==> src/rtl/adder_arbiter_if.sv <==
// Request/response bundle for adder_arbiter: N_REQ packed request lanes plus one response channel.
interface adder_arbiter_if #(
  parameter int N_REQ = 4,
  parameter int IDW   = 3
);
  logic [N_REQ-1:0]    req_valid;
  logic [N_REQ-1:0]    req_ready;
  logic [16*N_REQ-1:0] req_a;
  logic [16*N_REQ-1:0] req_b;
  logic [N_REQ-1:0]    req_cin;
  logic [N_REQ-1:0]    req_last;
  logic                rsp_valid;
  logic                rsp_ready;
  logic [15:0]         rsp_sum;
  logic                rsp_cout;
  logic [IDW-1:0]      rsp_id;
  logic                busy;

  modport master (
    output req_valid, req_a, req_b, req_cin, req_last, rsp_ready,
    input  req_ready, rsp_valid, rsp_sum, rsp_cout, rsp_id, busy
  );

  modport slave (
    input  req_valid, req_a, req_b, req_cin, req_last, rsp_ready,
    output req_ready, rsp_valid, rsp_sum, rsp_cout, rsp_id, busy
  );
endinterface

==> src/rtl/adder_arbiter.sv <==
// Round-robin arbiter sharing one 16-bit ripple-carry adder among N_REQ requesters.
// Define ADDER_ARB_CHAIN_EN to enable multi-word carry chaining with an owner lock.
module adder_arbiter #(
  parameter int N_REQ = 4,
  parameter int IDW   = 3
) (
  input  logic              clk,
  input  logic              rst_n,
  adder_arbiter_if.slave    bus
);

  logic [IDW-1:0]   ptr;
  logic [IDW-1:0]   grant_idx;
  logic [IDW-1:0]   next_ptr;
  logic             grant_found;
  logic             slot_free;
  logic             xfer;
  logic [N_REQ-1:0] grant;
  logic [15:0]      op_a;
  logic [15:0]      op_b;
  logic             op_cin;
  logic             op_last;
  logic             cin_eff;
  logic [16:0]      carry;
  logic [15:0]      sum;

  logic             rsp_valid_q;
  logic [15:0]      rsp_sum_q;
  logic             rsp_cout_q;
  logic [IDW-1:0]   rsp_id_q;

`ifdef ADDER_ARB_CHAIN_EN
  localparam logic [0:0] ST_FREE   = 1'b0;
  localparam logic [0:0] ST_LOCKED = 1'b1;

  logic [0:0]     lock_state;
  logic [IDW-1:0] owner;
  logic           carry_q;
`endif

  assign slot_free = !rsp_valid_q || bus.rsp_ready;

  // Round-robin search: indices at or above the pointer win over wrapped ones.
  always_comb begin
    grant_found = 1'b0;
    grant_idx   = '0;
`ifdef ADDER_ARB_CHAIN_EN
    if (lock_state == ST_LOCKED) begin
      grant_idx = owner;
      for (int i = 0; i < N_REQ; i++) begin
        if (owner == IDW'(i)) grant_found = bus.req_valid[i];
      end
    end else begin
`else
    begin
`endif
      for (int i = 0; i < N_REQ; i++) begin
        if (!grant_found && (i >= int'(ptr)) && bus.req_valid[i]) begin
          grant_found = 1'b1;
          grant_idx   = IDW'(i);
        end
      end
      for (int i = 0; i < N_REQ; i++) begin
        if (!grant_found && (i < int'(ptr)) && bus.req_valid[i]) begin
          grant_found = 1'b1;
          grant_idx   = IDW'(i);
        end
      end
    end
  end

  always_comb begin
    grant   = '0;
    op_a    = '0;
    op_b    = '0;
    op_cin  = 1'b0;
    op_last = 1'b0;
    for (int i = 0; i < N_REQ; i++) begin
      if (grant_idx == IDW'(i)) begin
        grant[i] = grant_found && slot_free && rst_n;
        op_a     = bus.req_a[16*i +: 16];
        op_b     = bus.req_b[16*i +: 16];
        op_cin   = bus.req_cin[i];
        op_last  = bus.req_last[i];
      end
    end
  end

  assign xfer          = |grant;
  assign bus.req_ready = grant;
  assign next_ptr      = (grant_idx == IDW'(N_REQ - 1)) ? '0 : grant_idx + IDW'(1);

`ifdef ADDER_ARB_CHAIN_EN
  assign cin_eff = (lock_state == ST_LOCKED) ? carry_q : op_cin;
`else
  logic unused_last;
  assign unused_last = op_last;
  assign cin_eff     = op_cin;
`endif

  // Explicit ripple-carry chain, shared by every requester.
  always_comb begin
    carry    = '0;
    sum      = '0;
    carry[0] = cin_eff;
    for (int i = 0; i < 16; i++) begin
      sum[i]     = op_a[i] ^ op_b[i] ^ carry[i];
      carry[i+1] = (op_a[i] & op_b[i]) | (carry[i] & (op_a[i] ^ op_b[i]));
    end
  end

  always_ff @(posedge clk or negedge rst_n) begin
    if (!rst_n) begin
      rsp_valid_q <= 1'b0;
      rsp_sum_q   <= '0;
      rsp_cout_q  <= 1'b0;
      rsp_id_q    <= '0;
      ptr         <= '0;
`ifdef ADDER_ARB_CHAIN_EN
      lock_state  <= ST_FREE;
      owner       <= '0;
      carry_q     <= 1'b0;
`endif
    end else begin
      if (xfer) begin
        rsp_valid_q <= 1'b1;
        rsp_sum_q   <= sum;
        rsp_cout_q  <= carry[16];
        rsp_id_q    <= grant_idx;
`ifdef ADDER_ARB_CHAIN_EN
        carry_q <= carry[16];
        // The pointer only moves once a chain (or single-word op) completes.
        if (op_last) begin
          lock_state <= ST_FREE;
          ptr        <= next_ptr;
        end else begin
          lock_state <= ST_LOCKED;
          owner      <= grant_idx;
        end
`else
        ptr <= next_ptr;
`endif
      end else if (bus.rsp_ready) begin
        rsp_valid_q <= 1'b0;
      end
    end
  end

  assign bus.rsp_valid = rsp_valid_q;
  assign bus.rsp_sum   = rsp_sum_q;
  assign bus.rsp_cout  = rsp_cout_q;
  assign bus.rsp_id    = rsp_id_q;
`ifdef ADDER_ARB_CHAIN_EN
  assign bus.busy      = rsp_valid_q || (lock_state == ST_LOCKED);
`else
  assign bus.busy      = rsp_valid_q;
`endif

endmodule
==> src/flat_wrapper.sv <==
// flat-port wrapper written by rule: the top's interface ports become plain ports
module adder_arbiter_flat 
#(
  parameter int N_REQ = 4,
  parameter int IDW   = 3
)
  (clk, rst_n, bus_req_valid, bus_req_a, bus_req_b, bus_req_cin, bus_req_last, bus_rsp_ready, bus_req_ready, bus_rsp_valid, bus_rsp_sum, bus_rsp_cout, bus_rsp_id, bus_busy);
  adder_arbiter_if #(.N_REQ(N_REQ), .IDW(IDW)) bus_i ();
  input  logic clk;
  input  logic rst_n;
  input wire logic [$bits(bus_i.req_valid)-1:0] bus_req_valid;
  input wire logic [$bits(bus_i.req_a)-1:0] bus_req_a;
  input wire logic [$bits(bus_i.req_b)-1:0] bus_req_b;
  input wire logic [$bits(bus_i.req_cin)-1:0] bus_req_cin;
  input wire logic [$bits(bus_i.req_last)-1:0] bus_req_last;
  input wire logic [$bits(bus_i.rsp_ready)-1:0] bus_rsp_ready;
  output wire logic [$bits(bus_i.req_ready)-1:0] bus_req_ready;
  output wire logic [$bits(bus_i.rsp_valid)-1:0] bus_rsp_valid;
  output wire logic [$bits(bus_i.rsp_sum)-1:0] bus_rsp_sum;
  output wire logic [$bits(bus_i.rsp_cout)-1:0] bus_rsp_cout;
  output wire logic [$bits(bus_i.rsp_id)-1:0] bus_rsp_id;
  output wire logic [$bits(bus_i.busy)-1:0] bus_busy;
  assign bus_i.req_valid = bus_req_valid;
  assign bus_i.req_a = bus_req_a;
  assign bus_i.req_b = bus_req_b;
  assign bus_i.req_cin = bus_req_cin;
  assign bus_i.req_last = bus_req_last;
  assign bus_i.rsp_ready = bus_rsp_ready;
  assign bus_req_ready = bus_i.req_ready;
  assign bus_rsp_valid = bus_i.rsp_valid;
  assign bus_rsp_sum = bus_i.rsp_sum;
  assign bus_rsp_cout = bus_i.rsp_cout;
  assign bus_rsp_id = bus_i.rsp_id;
  assign bus_busy = bus_i.busy;
  adder_arbiter #(.N_REQ(N_REQ), .IDW(IDW)) u_core (.clk(clk), .rst_n(rst_n), .bus(bus_i));
endmodule
==> config.mk <==
export PLATFORM = sky130hd
export DESIGN_NAME = adder_arbiter_flat
export DESIGN_NICKNAME = d
export VERILOG_FILES = /design/src/rtl/adder_arbiter_if.sv /design/src/rtl/adder_arbiter.sv /design/src/flat_wrapper.sv
export SDC_FILE = /design/constraint.sdc
export NUM_CORES = 1
export LEC_CHECK = 0
export BUFFER_PORTS_ARGS = -buffer_cell sky130_fd_sc_hd__buf_2
export CAP_MARGIN = 5
export CORE_UTILIZATION = 40
export CTS_CLUSTER_DIAMETER = 40
export CTS_CLUSTER_SIZE = 12
export DETAILED_ROUTE_END_ITERATION = 16
export PLACE_DENSITY_LB_ADDON = 0.3
export SKIP_CTS_REPAIR_TIMING = 1
export SYNTH_ARGS = -nofsm -noshare
export SYNTH_HDL_FRONTEND = slang
export SYNTH_SLANG_ARGS = --single-unit
export TNS_END_PERCENT = 50
==> constraint.sdc <==
create_clock -name clk -period 15.2 [get_ports clk]
set_input_delay 1.52 -clock clk [delete_from_list [all_inputs] [get_ports clk]]
set_output_delay 1.52 -clock clk [all_outputs]
set_load 0.01 [all_outputs]
==> flow_summary.html, run 1 <==
<table>
<tr><th>Metric</th><th>Value</th></tr>
<tr><th colspan="2">Logic synthesis</th></tr>
<tr><td>Synth area leader</td><td>sky130_fd_sc_hd__dfrtp_1</td></tr>
<tr><td>Flops &amp; latches, synth</td><td>22</td></tr>
<tr><td>Count of cell types in the netlist</td><td>36</td></tr>
<tr><td>Cells after Synth</td><td>325</td></tr>
<tr><td>Post-synthesis area per instance</td><td>7.73 µm²</td></tr>
<tr><td>Post-synth top area share</td><td>between 20% and 30%</td></tr>
<tr><td>Syn Std Cell Area</td><td>2510 µm²</td></tr>
<tr><td>Biggest area contributors in the synthesized netlist</td><td>sky130_fd_sc_hd__dfrtp_1 22%, sky130_fd_sc_hd__fa_1 13%, sky130_fd_sc_hd__a21oi_1 12%, sky130_fd_sc_hd__a22oi_1 8.1%, sky130_fd_sc_hd__inv_1 7.8%</td></tr>
<tr><td>Number of flops mapped to enable cells by yosys</td><td>0</td></tr>
<tr><td>Ys flop type</td><td>sky130_fd_sc_hd__dfrtp_1</td></tr>
<tr><td>Fraction of the yosys area taken by sequential cells</td><td>21.9%</td></tr>
<tr><td>Share of flip-flops with an asynchronous set or reset after synthesis</td><td>100%</td></tr>
<tr><td>Warnings from Yosys</td><td>0</td></tr>
<tr><td>Nets in the synthesized netlist</td><td>488</td></tr>
<tr><th colspan="2">Setup path</th></tr>
<tr><td>Worst R2R Start</td><td>u_core.ptr[1]$_DFFE_PN0P_</td></tr>
<tr><td>FF-to-FF setup slack</td><td>6.39 ns</td></tr>
<tr><td>Critical path arrival</td><td>between 9 and 10 ns</td></tr>
<tr><td>Cell seen most often among critical-path stages</td><td>sky130_fd_sc_hd__fa_1</td></tr>
<tr><td>Category of the critical setup timing path</td><td>primary input to flop</td></tr>
<tr><td>Top Family by Delay on Critical Path</td><td>adder cells</td></tr>
<tr><td>End point of the critical path</td><td>u_core.bus.rsp_sum[15]$_DFFE_PN0P_</td></tr>
<tr><td>Critical path startpoint category</td><td>primary input</td></tr>
<tr><td>Data required time of the worst path</td><td>15.35 ns</td></tr>
<tr><td>Worst setup path start</td><td>bus_req_valid[1]</td></tr>
<tr><td>Cells on worst reg2reg path</td><td>28</td></tr>
<tr><td>Combined buffer and inverter count along the critical path</td><td>6</td></tr>
<tr><td>Critical Path Slowest Stage Cell</td><td>sky130_fd_sc_hd__buf_4</td></tr>
<tr><td>Critical Path End Type</td><td>flop</td></tr>
<tr><td>Endpoint of the most critical register-to-register path</td><td>u_core.bus.rsp_sum[15]$_DFFE_PN0P_</td></tr>
<tr><td>Largest incremental delay on the critical path</td><td>just over 0.5 ns</td></tr>
<tr><td>Largest fanout of any net on the critical path</td><td>68</td></tr>
<tr><td>Critical path depth in cells</td><td>29</td></tr>
<tr><th colspan="2">STA</th></tr>
<tr><td>Smallest hold slack</td><td>0.487 ns</td></tr>
<tr><td>Setup repair after global routing missed its margin</td><td>false</td></tr>
<tr><td>Highest achievable clock rate</td><td>~100 MHz</td></tr>
<tr><td>Max-slew violations</td><td>0</td></tr>
<tr><td>Slew of the pin with the lowest slew margin</td><td>0.668 ns</td></tr>
<tr><td>Crit share post-route</td><td>63.5%</td></tr>
<tr><td>Final setup violating endpoints</td><td>0</td></tr>
<tr><td>Slew HR</td><td>55.5%</td></tr>
<tr><td>Final critical-path required period</td><td>about 9.7 ns</td></tr>
<tr><td>Sum of negative setup slack</td><td>0 ns</td></tr>
<tr><td>Hold violation count in the final report</td><td>0</td></tr>
<tr><td>Minimum setup slack in the final design</td><td>5.54 ns</td></tr>
<tr><td>Worst clock skew</td><td>0.00335 ns</td></tr>
<tr><th colspan="2">Outcome</th></tr>
<tr><td>Outcome</td><td>finished clean</td></tr>
<tr><th colspan="2">Power</th></tr>
<tr><td>Tot Pwr</td><td>0.674 mW</td></tr>
<tr><td>Proportion of power drawn by flip-flops and latches</td><td>16.0%</td></tr>
<tr><td>Maximum ir drop on the vdd rail</td><td>112 µV</td></tr>
<tr><td>Internal</td><td>0.345 mW</td></tr>
<tr><td>Proportion of total power due to net switching</td><td>around half</td></tr>
<tr><td>NetSw</td><td>~0.33 mW</td></tr>
<tr><td>Power Dens Cells</td><td>198 nW/µm²</td></tr>
<tr><td>Leakage power of the design</td><td>1.84 nW</td></tr>
<tr><td>Power share of the combinational group</td><td>75.9%</td></tr>
<tr><td>Clock Power Share</td><td>roughly 8%</td></tr>
<tr><th colspan="2">Die</th></tr>
<tr><td>Floorplan die area</td><td>around 6600 µm²</td></tr>
<tr><td>Count of boundary I/O pins</td><td>~170</td></tr>
<tr><td>Initial cell density of the core</td><td>about two fifths</td></tr>
<tr><td>Core ar.</td><td>5990 µm²</td></tr>
<tr><td>Height of the chip</td><td>slightly above 80 µm</td></tr>
<tr><td>DIE WIDTH</td><td>81.2 µm</td></tr>
<tr><td>Number of rows in the core area</td><td>28</td></tr>
<tr><th colspan="2">Clocking</th></tr>
<tr><td>Total clock buffers created by CTS</td><td>3</td></tr>
<tr><td>Clock slew at the register clock pins of the worst setup and hold paths</td><td>0.07 ns</td></tr>
<tr><td>Level count of the clock H-tree</td><td>1</td></tr>
<tr><td>Clock tree sinks</td><td>22</td></tr>
<tr><td>Clock Path Buffers</td><td>2</td></tr>
<tr><td>Clock latency of the later-clocked register in the worst-skew pair</td><td>~0.27 ns</td></tr>
<tr><td>Cell at the root of the clock tree</td><td>sky130_fd_sc_hd__clkbuf_8</td></tr>
<tr><td>TritonCTS clock tree</td><td>yes</td></tr>
<tr><th colspan="2">Hold path</th></tr>
<tr><td>Worst hold path class</td><td>flop to flop</td></tr>
<tr><td>Origin of the worst min-delay path</td><td>u_core.bus.rsp_sum[1]$_DFFE_PN0P_</td></tr>
<tr><th colspan="2">Global routing</th></tr>
<tr><td>Number of global-route vias before repair</td><td>2,427</td></tr>
<tr><td>Global-route congestion overflow total</td><td>0</td></tr>
<tr><td>Initial antenna violation count</td><td>0</td></tr>
<tr><td>Maximum number of pins on one net before global-route repair</td><td>69</td></tr>
<tr><td>Overall fraction of global-route tracks in use</td><td>roughly 23%</td></tr>
<tr><td>Wire length of the first global-routing pass</td><td>11.3 mm</td></tr>
<tr><th colspan="2">Finish</th></tr>
<tr><td>Number of cells in the finished layout apart from fillers</td><td>543</td></tr>
<tr><td>Final layout net count</td><td>632</td></tr>
<tr><td>Post-route standard cell area excluding fillers</td><td>~3400 µm²</td></tr>
<tr><td>Finished Core Util</td><td>56.8%</td></tr>
<tr><td>Diode insertion count for antenna repair</td><td>0</td></tr>
<tr><td>Synth-to-Final Area Change</td><td>35.4%</td></tr>
<tr><td>Fraction of layout instances using a drive strength above 1</td><td>38.0%</td></tr>
<tr><th colspan="2">Routing</th></tr>
<tr><td>Overall routed net length</td><td>around 7.3 mm</td></tr>
<tr><td>DRC violations left</td><td>0</td></tr>
<tr><td>1st-pass router iterations</td><td>4</td></tr>
<tr><td>Routed len/inst</td><td>between 10 and 15 µm</td></tr>
<tr><td>Number of violations reported at the end of detailed-routing iteration 0</td><td>106</td></tr>
<tr><td>Vias per cell</td><td>approximately 5.1</td></tr>
<tr><td>Number of nets still failing antenna checks after routing</td><td>0</td></tr>
<tr><td>Via count</td><td>2,771</td></tr>
<tr><th colspan="2">Placed design</th></tr>
<tr><td>Dpl ws</td><td>5.24 ns</td></tr>
<tr><td>DP Area</td><td>3330 µm²</td></tr>
<tr><td>Input/output buffers</td><td>163</td></tr>
<tr><td>Placed wire-length estimate</td><td>approximately 5.7 mm</td></tr>
<tr><td>Cell total after placement</td><td>approximately 540</td></tr>
<tr><td>Last weighted congestion value of the routability-driven placer</td><td>0.815</td></tr>
<tr><th colspan="2">Run</th></tr>
<tr><td>Max Cap Viol</td><td>0</td></tr>
</table>
-- cells in the mapped netlist (2+ instances only) --
cell / number
sky130_fd_sc_hd__and2_1: 4
sky130_fd_sc_hd__ha_1: 4
sky130_fd_sc_hd__o21ai_1: 29
sky130_fd_sc_hd__a22o_1: 4
sky130_fd_sc_hd__mux2i_1: 14
sky130_fd_sc_hd__a221o_1: 2
sky130_fd_sc_hd__inv_1: 52
sky130_fd_sc_hd__nor2b_1: 3
sky130_fd_sc_hd__mux2_1: 7
sky130_fd_sc_hd__a21oi_1: 60
sky130_fd_sc_hd__or4_4: 2
sky130_fd_sc_hd__buf_4: 2
sky130_fd_sc_hd__dfrtp_1: 22
sky130_fd_sc_hd__nand2_1: 32
sky130_fd_sc_hd__buf_6: 2
sky130_fd_sc_hd__a22oi_1: 27
sky130_fd_sc_hd__a221oi_1: 2
sky130_fd_sc_hd__fa_1: 16
sky130_fd_sc_hd__buf_1: 6
sky130_fd_sc_hd__clkbuf_1: 17
sky130_fd_sc_hd__o31ai_1: 3
-- worst reg2reg max path, delay by kind of cell (launching register included) --
family | cells | cell delay, ns
AOI/OAI and AO/OA | 4 | 0.66
adders and majority gates | 17 | 6.10
buffers and inverters | 5 | 0.83
DFF | 1 | 0.46
muxes | 2 | 0.63
-- routing by layer --
| layer | track usage [%] | routed length, µm | vias up |
|---|---|---|---|
| met3 | 3.15 | 428 | 6 |
| met4 | 7.14 | 75 | 0 |
| met1 | 31.6 | 3380 | 1262 |
| li1 | - | - | 1403 |
| met2 | 36.1 | 3440 | 100 |
| met5 | 0 | 0 | - |
-- cells by family (layout without fill, tap and decap cells) --
group / count (synthesis) / after routing / synth area share (%)
AOI/OAI and AO/OA: 132 / 132 / 31.3
buffers and inverters: 80 / 223 / 12.9
and+or+nand+nor: 49 / 49 / 10.2
DFF: 22 / 22 / 21.9
muxes: 21 / 21 / 8.72
adders and majority gates: 20 / 20 / 14.7
other: 1 / 1 / 0.149
-- sequential cells by signal, indices dropped and copies added, names as in the netlist --
name / count
u_core.ptr: 2
u_core.bus.busy: 1
u_core.bus.rsp_cout: 1
u_core.bus.rsp_sum: 16
u_core.bus.rsp_id: 2
-- area by class of cell --
| class | instances | area, µm² |
|---|---|---|
| flip-flops and latches | 22 | 551 |
| repair buffers | 167 | 846 |
| inverters | 52 | 195 |
| clock inverters | 1 | 30.0 |
| well taps | 75 | 93.8 |
| clock buffers | 3 | 41.3 |
| fillers | 575 | 2590 |
| multi-input cells | 223 | 1640 |
-- layout by cell type (no fill, tap or decap), drive strengths merged, types with 2 or more instances in the layout --
master,n
a21oi,60
nand2,32
a221o,2
fa,16
dfrtp,22
buf,167
nor2b,3
inv,52
mux2,7
a22oi,27
ha,4
mux2i,14
a22o,4
o21ai,29
clkbuf,3
or4,2
o31ai,3
a221oi,2
and2,4
-- worst min path at each step --
stage	endpoint	slack, ns	depth (start not counted)
6_report	u_core.bus.rsp_sum[1]$_DFFE_PN0P_	0.49	1
5_1_grt	u_core.bus.rsp_cout$_DFFE_PN0P_	0.52	1
4_1_cts	u_core.bus.rsp_sum[1]$_DFFE_PN0P_	0.49	1
3_5_place_dp	u_core.bus.rsp_sum[1]$_DFFE_PN0P_	0.48	1
3_3_place_gp	u_core.bus.rsp_cout$_DFFE_PN0P_	0.47	1
2_1_floorplan	u_core.bus.rsp_cout$_DFFE_PN0P_	0.53	1
-- power groups by stage --
stage	clock network, mW	logic (mW)	registers [mW]
after detailed placement	0	0.521	0.109
after floorplan	0	0.350	0.122
after global placement	0	0.500	0.109
final	0.0545	0.512	0.108
after global routing	0.0570	0.580	0.113
after CTS	0.0561	0.522	0.108
No activity file was read; power rests on OpenSTA's default activity.
==> run 2: changes to the inputs <==
--- a/config.mk
+++ b/config.mk
@@ -5,9 +5,10 @@
 export SDC_FILE = /design/constraint.sdc
 export NUM_CORES = 1
 export LEC_CHECK = 0
+export ABC_AREA = 1
 export BUFFER_PORTS_ARGS = -buffer_cell sky130_fd_sc_hd__buf_2
 export CAP_MARGIN = 5
-export CORE_UTILIZATION = 40
+export CORE_UTILIZATION = 38
 export CTS_CLUSTER_DIAMETER = 40
 export CTS_CLUSTER_SIZE = 12
 export DETAILED_ROUTE_END_ITERATION = 16
==> constraint.sdc (replaced) <==
create_clock -name clk -period 8.5 [get_ports clk]
set_input_delay 0.85 -clock clk [delete_from_list [all_inputs] [get_ports clk]]
set_output_delay 0.85 -clock clk [all_outputs]
set_load 0.01 [all_outputs]
==> flow_summary.html, run 2 <==
<table>
<tr><th>Metric</th><th>Value</th></tr>
<tr><th colspan="2">Logic synthesis</th></tr>
<tr><td>Post-synth top area share</td><td>22.9% (was 21.9%)</td></tr>
<tr><td>Post-synth top cells</td><td>59 x sky130_fd_sc_hd__nand2_1, 45 x sky130_fd_sc_hd__o21ai_0, 44 x sky130_fd_sc_hd__a21oi_1 (was 60 x sky130_fd_sc_hd__a21oi_1, 52 x sky130_fd_sc_hd__inv_1, 32 x sky130_fd_sc_hd__nand2_1)</td></tr>
<tr><td>Biggest area contributors in the synthesized netlist</td><td>sky130_fd_sc_hd__dfrtp_1 23%, sky130_fd_sc_hd__fa_1 13%, sky130_fd_sc_hd__a22oi_1 9.7%, sky130_fd_sc_hd__o21ai_0 9.4%, sky130_fd_sc_hd__nand2_1 9.2% (was sky130_fd_sc_hd__dfrtp_1 22%, sky130_fd_sc_hd__fa_1 13%, sky130_fd_sc_hd__a21oi_1 12%, sky130_fd_sc_hd__a22oi_1 8.1%, sky130_fd_sc_hd__inv_1 7.8%)</td></tr>
<tr><td>Cell with the most instances after synthesis</td><td>sky130_fd_sc_hd__nand2_1 (was sky130_fd_sc_hd__a21oi_1)</td></tr>
<tr><td>Nets in the synthesized netlist</td><td>490 (was 488)</td></tr>
<tr><td>Warnings from Yosys</td><td>0 (unchanged)</td></tr>
<tr><td>Ys flop type</td><td>sky130_fd_sc_hd__dfrtp_1 (unchanged)</td></tr>
<tr><td>Share of flip-flops with an asynchronous set or reset after synthesis</td><td>100% (unchanged)</td></tr>
<tr><td>Flops &amp; latches, synth</td><td>22 (unchanged)</td></tr>
<tr><td>Count of cell types in the netlist</td><td>26 (was 36)</td></tr>
<tr><td>Fraction of the yosys area taken by sequential cells</td><td>22.9% (was 21.9%)</td></tr>
<tr><td>Number of flops mapped to enable cells by yosys</td><td>0 (unchanged)</td></tr>
<tr><td>Post-synthesis area per instance</td><td>7.35 µm² (was 7.73 µm²)</td></tr>
<tr><td>Syn Std Cell Area</td><td>2400 µm² (was 2510 µm²)</td></tr>
<tr><td>Synth area leader</td><td>sky130_fd_sc_hd__dfrtp_1 (unchanged)</td></tr>
<tr><td>Cells after Synth</td><td>327 (was 325)</td></tr>
<tr><th colspan="2">Finish</th></tr>
<tr><td>Number of cells in the finished layout apart from fillers</td><td>577 (was 543)</td></tr>
<tr><td>Leading cell types in the layout, fill and taps excluded</td><td>163 x sky130_fd_sc_hd__buf_2, 58 x sky130_fd_sc_hd__nand2_1, 44 x sky130_fd_sc_hd__a21oi_1 (was 163 x sky130_fd_sc_hd__buf_2, 60 x sky130_fd_sc_hd__a21oi_1, 52 x sky130_fd_sc_hd__inv_1)</td></tr>
<tr><td>Final layout net count</td><td>666 (was 632)</td></tr>
<tr><td>Post-route standard cell area excluding fillers</td><td>3510 µm² (was 3400 µm²)</td></tr>
<tr><td>Most common cell after layout, fill and taps aside</td><td>sky130_fd_sc_hd__buf_2 (unchanged)</td></tr>
<tr><td>Diode insertion count for antenna repair</td><td>0 (unchanged)</td></tr>
<tr><td>Synth-to-Final Area Change</td><td>46.2% (was 35.4%)</td></tr>
<tr><td>Fraction of layout instances using a drive strength above 1</td><td>43.6% (was 38.0%)</td></tr>
<tr><td>Flip-flop count of the largest register, all copies and words added</td><td>16 (unchanged)</td></tr>
<tr><td># fillers</td><td>617 (was 575)</td></tr>
<tr><th colspan="2">Run</th></tr>
<tr><td>Max Cap Viol</td><td>0 (unchanged)</td></tr>
<tr><th colspan="2">Routing</th></tr>
<tr><td>Vias per cell</td><td>5.14 (was 5.10)</td></tr>
<tr><td>DRC violations left</td><td>0 (unchanged)</td></tr>
<tr><td>Routed len/inst</td><td>14.5 µm (was 13.5 µm)</td></tr>
<tr><td>Number of nets still failing antenna checks after routing</td><td>0 (unchanged)</td></tr>
<tr><td>1st-pass router iterations</td><td>5 (was 4)</td></tr>
<tr><td>Number of violations reported at the end of detailed-routing iteration 0</td><td>130 (was 106)</td></tr>
<tr><td>Via count</td><td>2,963 (was 2,771)</td></tr>
<tr><td>Overall routed net length</td><td>8.37 mm (was 7.33 mm)</td></tr>
<tr><th colspan="2">STA</th></tr>
<tr><td>Final critical-path required period</td><td>8.20 ns</td></tr>
<tr><td>Slew HR</td><td>54.5% (was 55.5%)</td></tr>
<tr><td>Crit share post-route</td><td>roughly 96%</td></tr>
<tr><td>Minimum setup slack in the final design</td><td>0.304 ns (was 5.54 ns)</td></tr>
<tr><td>Highest achievable clock rate</td><td>122 MHz</td></tr>
<tr><td>Slew of the pin with the lowest slew margin</td><td>0.679 ns (was 0.668 ns)</td></tr>
<tr><td>Hold violation count in the final report</td><td>0 (unchanged)</td></tr>
<tr><td>Max-slew violations</td><td>0 (unchanged)</td></tr>
<tr><td>Worst clock skew</td><td>0.00125 ns (was 0.00335 ns)</td></tr>
<tr><td>Smallest hold slack</td><td>0.513 ns (was 0.487 ns)</td></tr>
<tr><td>Final setup violating endpoints</td><td>0 (unchanged)</td></tr>
<tr><th colspan="2">Clocking</th></tr>
<tr><td>TritonCTS clock tree</td><td>yes (unchanged)</td></tr>
<tr><td>Cell at the root of the clock tree</td><td>sky130_fd_sc_hd__clkbuf_8 (unchanged)</td></tr>
<tr><td>Total clock buffers created by CTS</td><td>3 (unchanged)</td></tr>
<tr><td>Clock slew at the register clock pins of the worst setup and hold paths</td><td>0.08 ns (was 0.07 ns)</td></tr>
<tr><td>Clock tree sinks</td><td>22 (unchanged)</td></tr>
<tr><td>Clock Path Buffers</td><td>2 (unchanged)</td></tr>
<tr><td>Clock latency of the later-clocked register in the worst-skew pair</td><td>0.26 ns (was 0.27 ns)</td></tr>
<tr><td>Level count of the clock H-tree</td><td>1 (unchanged)</td></tr>
<tr><th colspan="2">Setup path</th></tr>
<tr><td>Category of the critical setup timing path</td><td>primary input to flop (unchanged)</td></tr>
<tr><td>Critical Path Slowest Stage Cell</td><td>sky130_fd_sc_hd__fa_1 (was sky130_fd_sc_hd__buf_4)</td></tr>
<tr><td>Combined buffer and inverter count along the critical path</td><td>8 (was 6)</td></tr>
<tr><td>Data required time of the worst path</td><td>8.65 ns (was 15.35 ns)</td></tr>
<tr><td>Critical path arrival</td><td>8.35 ns (was 9.81 ns)</td></tr>
<tr><td>Top Family by Delay on Critical Path</td><td>adder cells (unchanged)</td></tr>
<tr><td>Largest incremental delay on the critical path</td><td>0.41 ns (was 0.51 ns)</td></tr>
<tr><td>Cell seen most often among critical-path stages</td><td>sky130_fd_sc_hd__fa_1 (unchanged)</td></tr>
<tr><td>Critical path startpoint category</td><td>primary input (unchanged)</td></tr>
<tr><td>Critical Path End Type</td><td>flop (unchanged)</td></tr>
<tr><td>Largest fanout of any net on the critical path</td><td>5 (was 68)</td></tr>
<tr><th colspan="2">Die</th></tr>
<tr><td>Number of rows in the core area</td><td>28 (unchanged)</td></tr>
<tr><td>Height of the chip</td><td>81.5 µm (was 81.2 µm)</td></tr>
<tr><td>Floorplan die area</td><td>6650 µm² (was 6600 µm²)</td></tr>
<tr><td>Initial cell density of the core</td><td>39.9% (was 41.9%)</td></tr>
<tr><td>DIE WIDTH</td><td>81.5 µm (was 81.2 µm)</td></tr>
<tr><td>Count of boundary I/O pins</td><td>169 (unchanged)</td></tr>
<tr><td>Core ar.</td><td>6030 µm² (was 5990 µm²)</td></tr>
<tr><th colspan="2">Global routing</th></tr>
<tr><td>Maximum number of pins on one net before global-route repair</td><td>26 (was 69)</td></tr>
<tr><td>Number of global-route vias before repair</td><td>2,698 (was 2,427)</td></tr>
<tr><td>Overall fraction of global-route tracks in use</td><td>24.9% (was 22.7%)</td></tr>
<tr><td>Initial antenna violation count</td><td>0 (unchanged)</td></tr>
<tr><td>Global-route congestion overflow total</td><td>0 (unchanged)</td></tr>
<tr><td>Wire length of the first global-routing pass</td><td>12.8 mm (was 11.3 mm)</td></tr>
<tr><th colspan="2">Placed design</th></tr>
<tr><td>Placed wire-length estimate</td><td>6.76 mm (was 5.68 mm)</td></tr>
<tr><td>Last weighted congestion value of the routability-driven placer</td><td>0.890 (was 0.815)</td></tr>
<tr><td>Dpl ws</td><td>-0.293 ns (was 5.24 ns)</td></tr>
<tr><td>Input/output buffers</td><td>163 (unchanged)</td></tr>
<tr><td>Cell total after placement</td><td>572 (was 539)</td></tr>
<tr><td>DP Area</td><td>3420 µm² (was 3330 µm²)</td></tr>
<tr><th colspan="2">Power</th></tr>
<tr><td>Power Dens Cells</td><td>382 nW/µm² (was 198 nW/µm²)</td></tr>
<tr><td>Leakage power of the design</td><td>1.88 nW (was 1.84 nW)</td></tr>
<tr><td>Maximum ir drop on the vdd rail</td><td>176 µV (was 112 µV)</td></tr>
<tr><td>Tot Pwr</td><td>1.34 mW (was 0.674 mW)</td></tr>
<tr><th colspan="2">Hold path</th></tr>
<tr><td>Worst hold path class</td><td>flop to flop (unchanged)</td></tr>
<tr><th colspan="2">Outcome</th></tr>
<tr><td>Outcome</td><td>finished clean (unchanged)</td></tr>
</table>
==> run 2: kinds of logic after synthesis <==
family                     count (synthesis)  share of synthesized area, %
buffers and inverters                     56                          11.1
AOI/OAI and AO/OA                        128                          31.9
adders and majority gates                 20                          15.4
other                                      1                         0.156
DFF                                       22                          22.9
and+or+nand+nor                          100                          18.5
==> run 2: metrics by stage <==
stage / util [%] / setup TNS, ns
3_5_place_dp: 56.8 / -0.325
3_3_place_gp: 56.8 / -0.151
2_1_floorplan: - / 0
5_1_grt: 58.3 / -0.0167
6_report: 58.3 / 0
4_1_cts: 57.7 / -0.0300
==> run 2: worst min-delay path, cell delays in order (launching register included) <==
cell                      delay (ns)
sky130_fd_sc_hd__dfrtp_1        0.35
sky130_fd_sc_hd__nand3_1        0.08
sky130_fd_sc_hd__nand2_1        0.06
==> run 2: where the power goes <==
part,switching [mW],internal (mW),leakage [nW]
logic,0.620,0.457,1.58
clock network,0.0334,0.0413,0.0288
registers,0.0306,0.161,0.273
==> run 2: path summary, 6_finish.rpt <==
path,endpoint,cells past startpoint,slack [ns],startpoint
hold / removal,u_core.bus.rsp_id[1]$_DFFE_PN0P_,2,0.51,u_core.bus.rsp_id[1]$_DFFE_PN0P_
min in group asynchronous,u_core.bus.busy$_DFFE_PN0P_,1,0.55,rst_n
hold reg to reg,u_core.bus.rsp_id[1]$_DFFE_PN0P_,2,0.51,u_core.bus.rsp_id[1]$_DFFE_PN0P_
setup reg to reg,u_core.bus.rsp_sum[15]$_DFFE_PN0P_,36,0.43,u_core.ptr[1]$_DFFE_PN0P_
max in group asynchronous,u_core.bus.rsp_cout$_DFFE_PN0P_,1,7.61,rst_n
setup / recovery,u_core.bus.rsp_sum[15]$_DFFE_PN0P_,36,0.30,bus_req_valid[1]
==> run 2: routing by layer <==
| metal | vias up | track usage, % | routed length [µm] |
|---|---|---|---|
| met5 | - | 0 | 0 |
| li1 | 1478 | - | - |
| met3 | 10 | 1.00 | 410 |
| met1 | 1353 | 34.7 | 3700 |
| met4 | 0 | 6.96 | 127 |
| met2 | 122 | 41.8 | 4130 |
==> run 2: layout make-up <==
type                       instances  area (µm²)  share of cell area [%]
clock buffer                       4        55.1                    1.57
sequential                        22         551                    15.7
tap                               75        93.8                    2.67
timing repair buffer             199        1090                    30.9
inverter                          28         105                    2.99
multi-input combinational        249        1620                    46.2
==> run 3: changes to the inputs <==
--- a/config.mk
+++ b/config.mk
@@ -5,10 +5,10 @@
 export SDC_FILE = /design/constraint.sdc
 export NUM_CORES = 1
 export LEC_CHECK = 0
-export ABC_AREA = 1
+export ABC_AREA = 0
 export BUFFER_PORTS_ARGS = -buffer_cell sky130_fd_sc_hd__buf_2
 export CAP_MARGIN = 5
-export CORE_UTILIZATION = 38
+export CORE_UTILIZATION = 39
 export CTS_CLUSTER_DIAMETER = 40
 export CTS_CLUSTER_SIZE = 12
 export DETAILED_ROUTE_END_ITERATION = 16
==> flow_summary.html, run 3 (synthesis results as in run 1) <==
<table>
<tr><th>Metric</th><th>Value</th></tr>
<tr><th colspan="2">Placed design</th></tr>
<tr><td>Dpl ws</td><td>-0.395 ns (was -0.293 ns)</td></tr>
<tr><td>DP Area</td><td>3440 µm² (was 3420 µm²)</td></tr>
<tr><td>Cell total after placement</td><td>554 (was 572)</td></tr>
<tr><td>Input/output buffers</td><td>163 (unchanged)</td></tr>
<tr><td>Last weighted congestion value of the routability-driven placer</td><td>0.807 (was 0.890)</td></tr>
<tr><td>Placed wire-length estimate</td><td>6.32 mm (was 6.76 mm)</td></tr>
<tr><th colspan="2">Power</th></tr>
<tr><td>Clock Power Share</td><td>5.7% (was 5.6%)</td></tr>
<tr><td>Power share of the combinational group</td><td>78.9% (was 80.2%)</td></tr>
<tr><td>Leakage power of the design</td><td>1.92 nW (was 1.88 nW)</td></tr>
<tr><td>Proportion of power drawn by flip-flops and latches</td><td>15.4% (was 14.2%)</td></tr>
<tr><td>Power Dens Cells</td><td>358 nW/µm² (was 382 nW/µm²)</td></tr>
<tr><td>NetSw</td><td>0.618 mW (was 0.684 mW)</td></tr>
<tr><td>Proportion of total power due to net switching</td><td>48.3% (was 50.9%)</td></tr>
<tr><td>Internal</td><td>0.661 mW (was 0.659 mW)</td></tr>
<tr><td>Maximum ir drop on the vdd rail</td><td>212 µV (was 176 µV)</td></tr>
<tr><th colspan="2">Die</th></tr>
<tr><td>DIE WIDTH</td><td>82.2 µm (was 81.5 µm)</td></tr>
<tr><td>Number of rows in the core area</td><td>28 (unchanged)</td></tr>
<tr><td>Count of boundary I/O pins</td><td>169 (unchanged)</td></tr>
<tr><td>Core ar.</td><td>6060 µm² (was 6030 µm²)</td></tr>
<tr><td>Height of the chip</td><td>82.2 µm (was 81.5 µm)</td></tr>
<tr><td>Initial cell density of the core</td><td>41.4% (was 39.9%)</td></tr>
<tr><td>Floorplan die area</td><td>6760 µm² (was 6650 µm²)</td></tr>
<tr><th colspan="2">Setup path</th></tr>
<tr><td>Critical path startpoint category</td><td>primary input (unchanged)</td></tr>
<tr><td>Category of the critical setup timing path</td><td>primary input to flop (unchanged)</td></tr>
<tr><td>Critical path arrival</td><td>8.41 ns (was 8.35 ns)</td></tr>
<tr><td>Data required time of the worst path</td><td>8.64 ns (was 8.65 ns)</td></tr>
<tr><td>Critical Path End Type</td><td>flop (unchanged)</td></tr>
<tr><td>Largest fanout of any net on the critical path</td><td>9 (was 5)</td></tr>
<tr><th colspan="2">Outcome</th></tr>
<tr><td>Outcome</td><td>finished clean (unchanged)</td></tr>
<tr><th colspan="2">Hold path</th></tr>
<tr><td>Worst hold path class</td><td>flop to flop (unchanged)</td></tr>
<tr><th colspan="2">Finish</th></tr>
<tr><td>Flip-flop count of the largest register, all copies and words added</td><td>16 (unchanged)</td></tr>
<tr><td>Synth-to-Final Area Change</td><td>42.2% (was 46.2%)</td></tr>
<tr><td>Final layout net count</td><td>647 (was 666)</td></tr>
<tr><td>Diode insertion count for antenna repair</td><td>0 (unchanged)</td></tr>
<tr><td>Post-route standard cell area excluding fillers</td><td>3570 µm² (was 3510 µm²)</td></tr>
<tr><td>Number of cells in the finished layout apart from fillers</td><td>558 (was 577)</td></tr>
<tr><td>Fraction of layout instances using a drive strength above 1</td><td>42.0% (was 43.6%)</td></tr>
<tr><td>Finished Core Util</td><td>58.9% (was 58.3%)</td></tr>
<tr><td>Leading cell types in the layout, fill and taps excluded</td><td>163 x sky130_fd_sc_hd__buf_2, 60 x sky130_fd_sc_hd__a21oi_1, 51 x sky130_fd_sc_hd__inv_1 (was 163 x sky130_fd_sc_hd__buf_2, 58 x sky130_fd_sc_hd__nand2_1, 44 x sky130_fd_sc_hd__a21oi_1)</td></tr>
<tr><td>Most common cell after layout, fill and taps aside</td><td>sky130_fd_sc_hd__buf_2 (unchanged)</td></tr>
<tr><th colspan="2">Routing</th></tr>
<tr><td>Number of nets still failing antenna checks after routing</td><td>0 (unchanged)</td></tr>
<tr><td>Routed len/inst</td><td>13.6 µm (was 14.5 µm)</td></tr>
<tr><td>Vias per cell</td><td>5.06 (was 5.14)</td></tr>
<tr><td>1st-pass router iterations</td><td>4 (was 5)</td></tr>
<tr><td>DRC violations left</td><td>0 (unchanged)</td></tr>
<tr><td>Number of violations reported at the end of detailed-routing iteration 0</td><td>125 (was 130)</td></tr>
<tr><td>Via count</td><td>2,823 (was 2,963)</td></tr>
<tr><td>Overall routed net length</td><td>7.60 mm (was 8.37 mm)</td></tr>
<tr><th colspan="2">Run</th></tr>
<tr><td>Max Cap Viol</td><td>0 (unchanged)</td></tr>
<tr><th colspan="2">STA</th></tr>
<tr><td>Highest achievable clock rate</td><td>121 MHz (was 122 MHz)</td></tr>
<tr><td>Slew of the pin with the lowest slew margin</td><td>0.554 ns (was 0.679 ns)</td></tr>
<tr><td>Final setup violating endpoints</td><td>0 (unchanged)</td></tr>
<tr><td>Crit share post-route</td><td>97.3% (was 96.4%)</td></tr>
<tr><td>Worst clock skew</td><td>0.00122 ns (was 0.00125 ns)</td></tr>
<tr><td>Max-slew violations</td><td>0 (unchanged)</td></tr>
<tr><td>Sum of negative setup slack</td><td>0 ns (unchanged)</td></tr>
<tr><td>Minimum setup slack in the final design</td><td>0.228 ns (was 0.304 ns)</td></tr>
<tr><td>Hold violation count in the final report</td><td>0 (unchanged)</td></tr>
<tr><td>Final critical-path required period</td><td>8.27 ns (was 8.20 ns)</td></tr>
<tr><td>Slew HR</td><td>63.1% (was 54.5%)</td></tr>
<tr><th colspan="2">Global routing</th></tr>
<tr><td>Maximum number of pins on one net before global-route repair</td><td>27 (was 26)</td></tr>
<tr><td>Overall fraction of global-route tracks in use</td><td>22.6% (was 24.9%)</td></tr>
<tr><td>Number of global-route vias before repair</td><td>2,651 (was 2,698)</td></tr>
<tr><td>Wire length of the first global-routing pass</td><td>11.7 mm (was 12.8 mm)</td></tr>
<tr><td>Global-route congestion overflow total</td><td>0 (unchanged)</td></tr>
<tr><td>Initial antenna violation count</td><td>0 (unchanged)</td></tr>
<tr><th colspan="2">Clocking</th></tr>
<tr><td>Clock latency of the later-clocked register in the worst-skew pair</td><td>0.25 ns (was 0.26 ns)</td></tr>
<tr><td>Total clock buffers created by CTS</td><td>3 (unchanged)</td></tr>
<tr><td>Clock Path Buffers</td><td>2 (unchanged)</td></tr>
<tr><td>Clock tree sinks</td><td>22 (unchanged)</td></tr>
<tr><td>Cell at the root of the clock tree</td><td>sky130_fd_sc_hd__clkbuf_8 (unchanged)</td></tr>
<tr><td>Clock slew at the register clock pins of the worst setup and hold paths</td><td>0.08 ns (about the same)</td></tr>
<tr><td>TritonCTS clock tree</td><td>yes (unchanged)</td></tr>
<tr><td>Level count of the clock H-tree</td><td>1 (unchanged)</td></tr>
</table>
[run 3: cell types whose count changed in the layout (fill, tap and decap cells not counted), moves of 16 or more]
cell / previous run / this run
sky130_fd_sc_hd__o21ai_1: 4 / 29
sky130_fd_sc_hd__nand2_1: 58 / 32
sky130_fd_sc_hd__nand3_1: 22 / 0
sky130_fd_sc_hd__buf_4: 36 / 19
sky130_fd_sc_hd__inv_1: 27 / 51
sky130_fd_sc_hd__a21oi_1: 44 / 60
sky130_fd_sc_hd__o21ai_0: 42 / 0
[run 3: power groups by stage]
stage	Combinational (mW)	Sequential [mW]	Clock [mW]
finish	1.01	0.197	0.0732
global route	1.14	0.204	0.0800
CTS	0.982	0.196	0.0749
detailed placement	0.979	0.198	0
global placement	0.943	0.196	0
floorplan	0.627	0.218	0
[run 3: final timing paths]
check,start,end,slack (ns),cells past startpoint
worst min register to register,u_core.bus.rsp_sum[1]$_DFFE_PN0P_,u_core.bus.rsp_sum[1]$_DFFE_PN0P_,0.49,1
worst min-delay path,u_core.bus.rsp_sum[1]$_DFFE_PN0P_,u_core.bus.rsp_sum[1]$_DFFE_PN0P_,0.49,1
worst max-delay path,bus_req_valid[1],u_core.bus.rsp_sum[15]$_DFFE_PN0P_,0.23,27
max in group asynchronous,rst_n,u_core.bus.rsp_sum[11]$_DFFE_PN0P_,7.56,1
worst max register to register,u_core.ptr[1]$_DFFE_PN0P_,u_core.bus.rsp_sum[15]$_DFFE_PN0P_,0.39,26
min in group asynchronous,rst_n,u_core.bus.rsp_cout$_DFFE_PN0P_,0.57,1
[run 3: cell type report]
type	instances	area (µm²)
Clock buffer	4	55.1
Fill cell	568	2490
Inverter	52	195
Multi-Input combinational cell	223	1720
Sequential cell	22	551
Tap cell	75	93.8
Timing Repair Buffer	182	958
[run 3: per-layer routing]
layer  track usage, %  share of wire, %
met5                0                 0
met3             2.75               5.9
met2             39.0                49
met1             29.8                44
met4             5.96               1.1
[run 3: per-stage QoR]
step / power [mW] / hold slack (ns)
after floorplan: 0.844 / 0.534
after global placement: 1.14 / 0.473
after detailed placement: 1.18 / 0.480
after CTS: 1.25 / 0.497
after global routing: 1.42 / 0.516
final: 1.28 / 0.491
[run 3: critical path, cell delays in order]
cell	delay, ns
sky130_fd_sc_hd__buf_2	0.12
sky130_fd_sc_hd__mux2_1	0.28
sky130_fd_sc_hd__o221a_2	0.28
sky130_fd_sc_hd__buf_4	0.17
sky130_fd_sc_hd__ha_4	0.19
sky130_fd_sc_hd__o21ai_1	0.14
sky130_fd_sc_hd__a22oi_1	0.10
sky130_fd_sc_hd__fa_1	0.43
sky130_fd_sc_hd__inv_1	0.09
sky130_fd_sc_hd__fa_1	0.18
sky130_fd_sc_hd__fa_1	0.18
sky130_fd_sc_hd__inv_1	0.06
sky130_fd_sc_hd__fa_1	0.39
sky130_fd_sc_hd__fa_2	0.36
sky130_fd_sc_hd__fa_1	0.38
sky130_fd_sc_hd__fa_1	0.38
sky130_fd_sc_hd__fa_1	0.39
sky130_fd_sc_hd__fa_1	0.39
sky130_fd_sc_hd__fa_1	0.40
sky130_fd_sc_hd__fa_2	0.36
sky130_fd_sc_hd__fa_2	0.36
sky130_fd_sc_hd__fa_1	0.40
sky130_fd_sc_hd__fa_2	0.38
sky130_fd_sc_hd__fa_1	0.38
sky130_fd_sc_hd__inv_1	0.09
sky130_fd_sc_hd__fa_1	0.40
sky130_fd_sc_hd__mux2_1	0.28
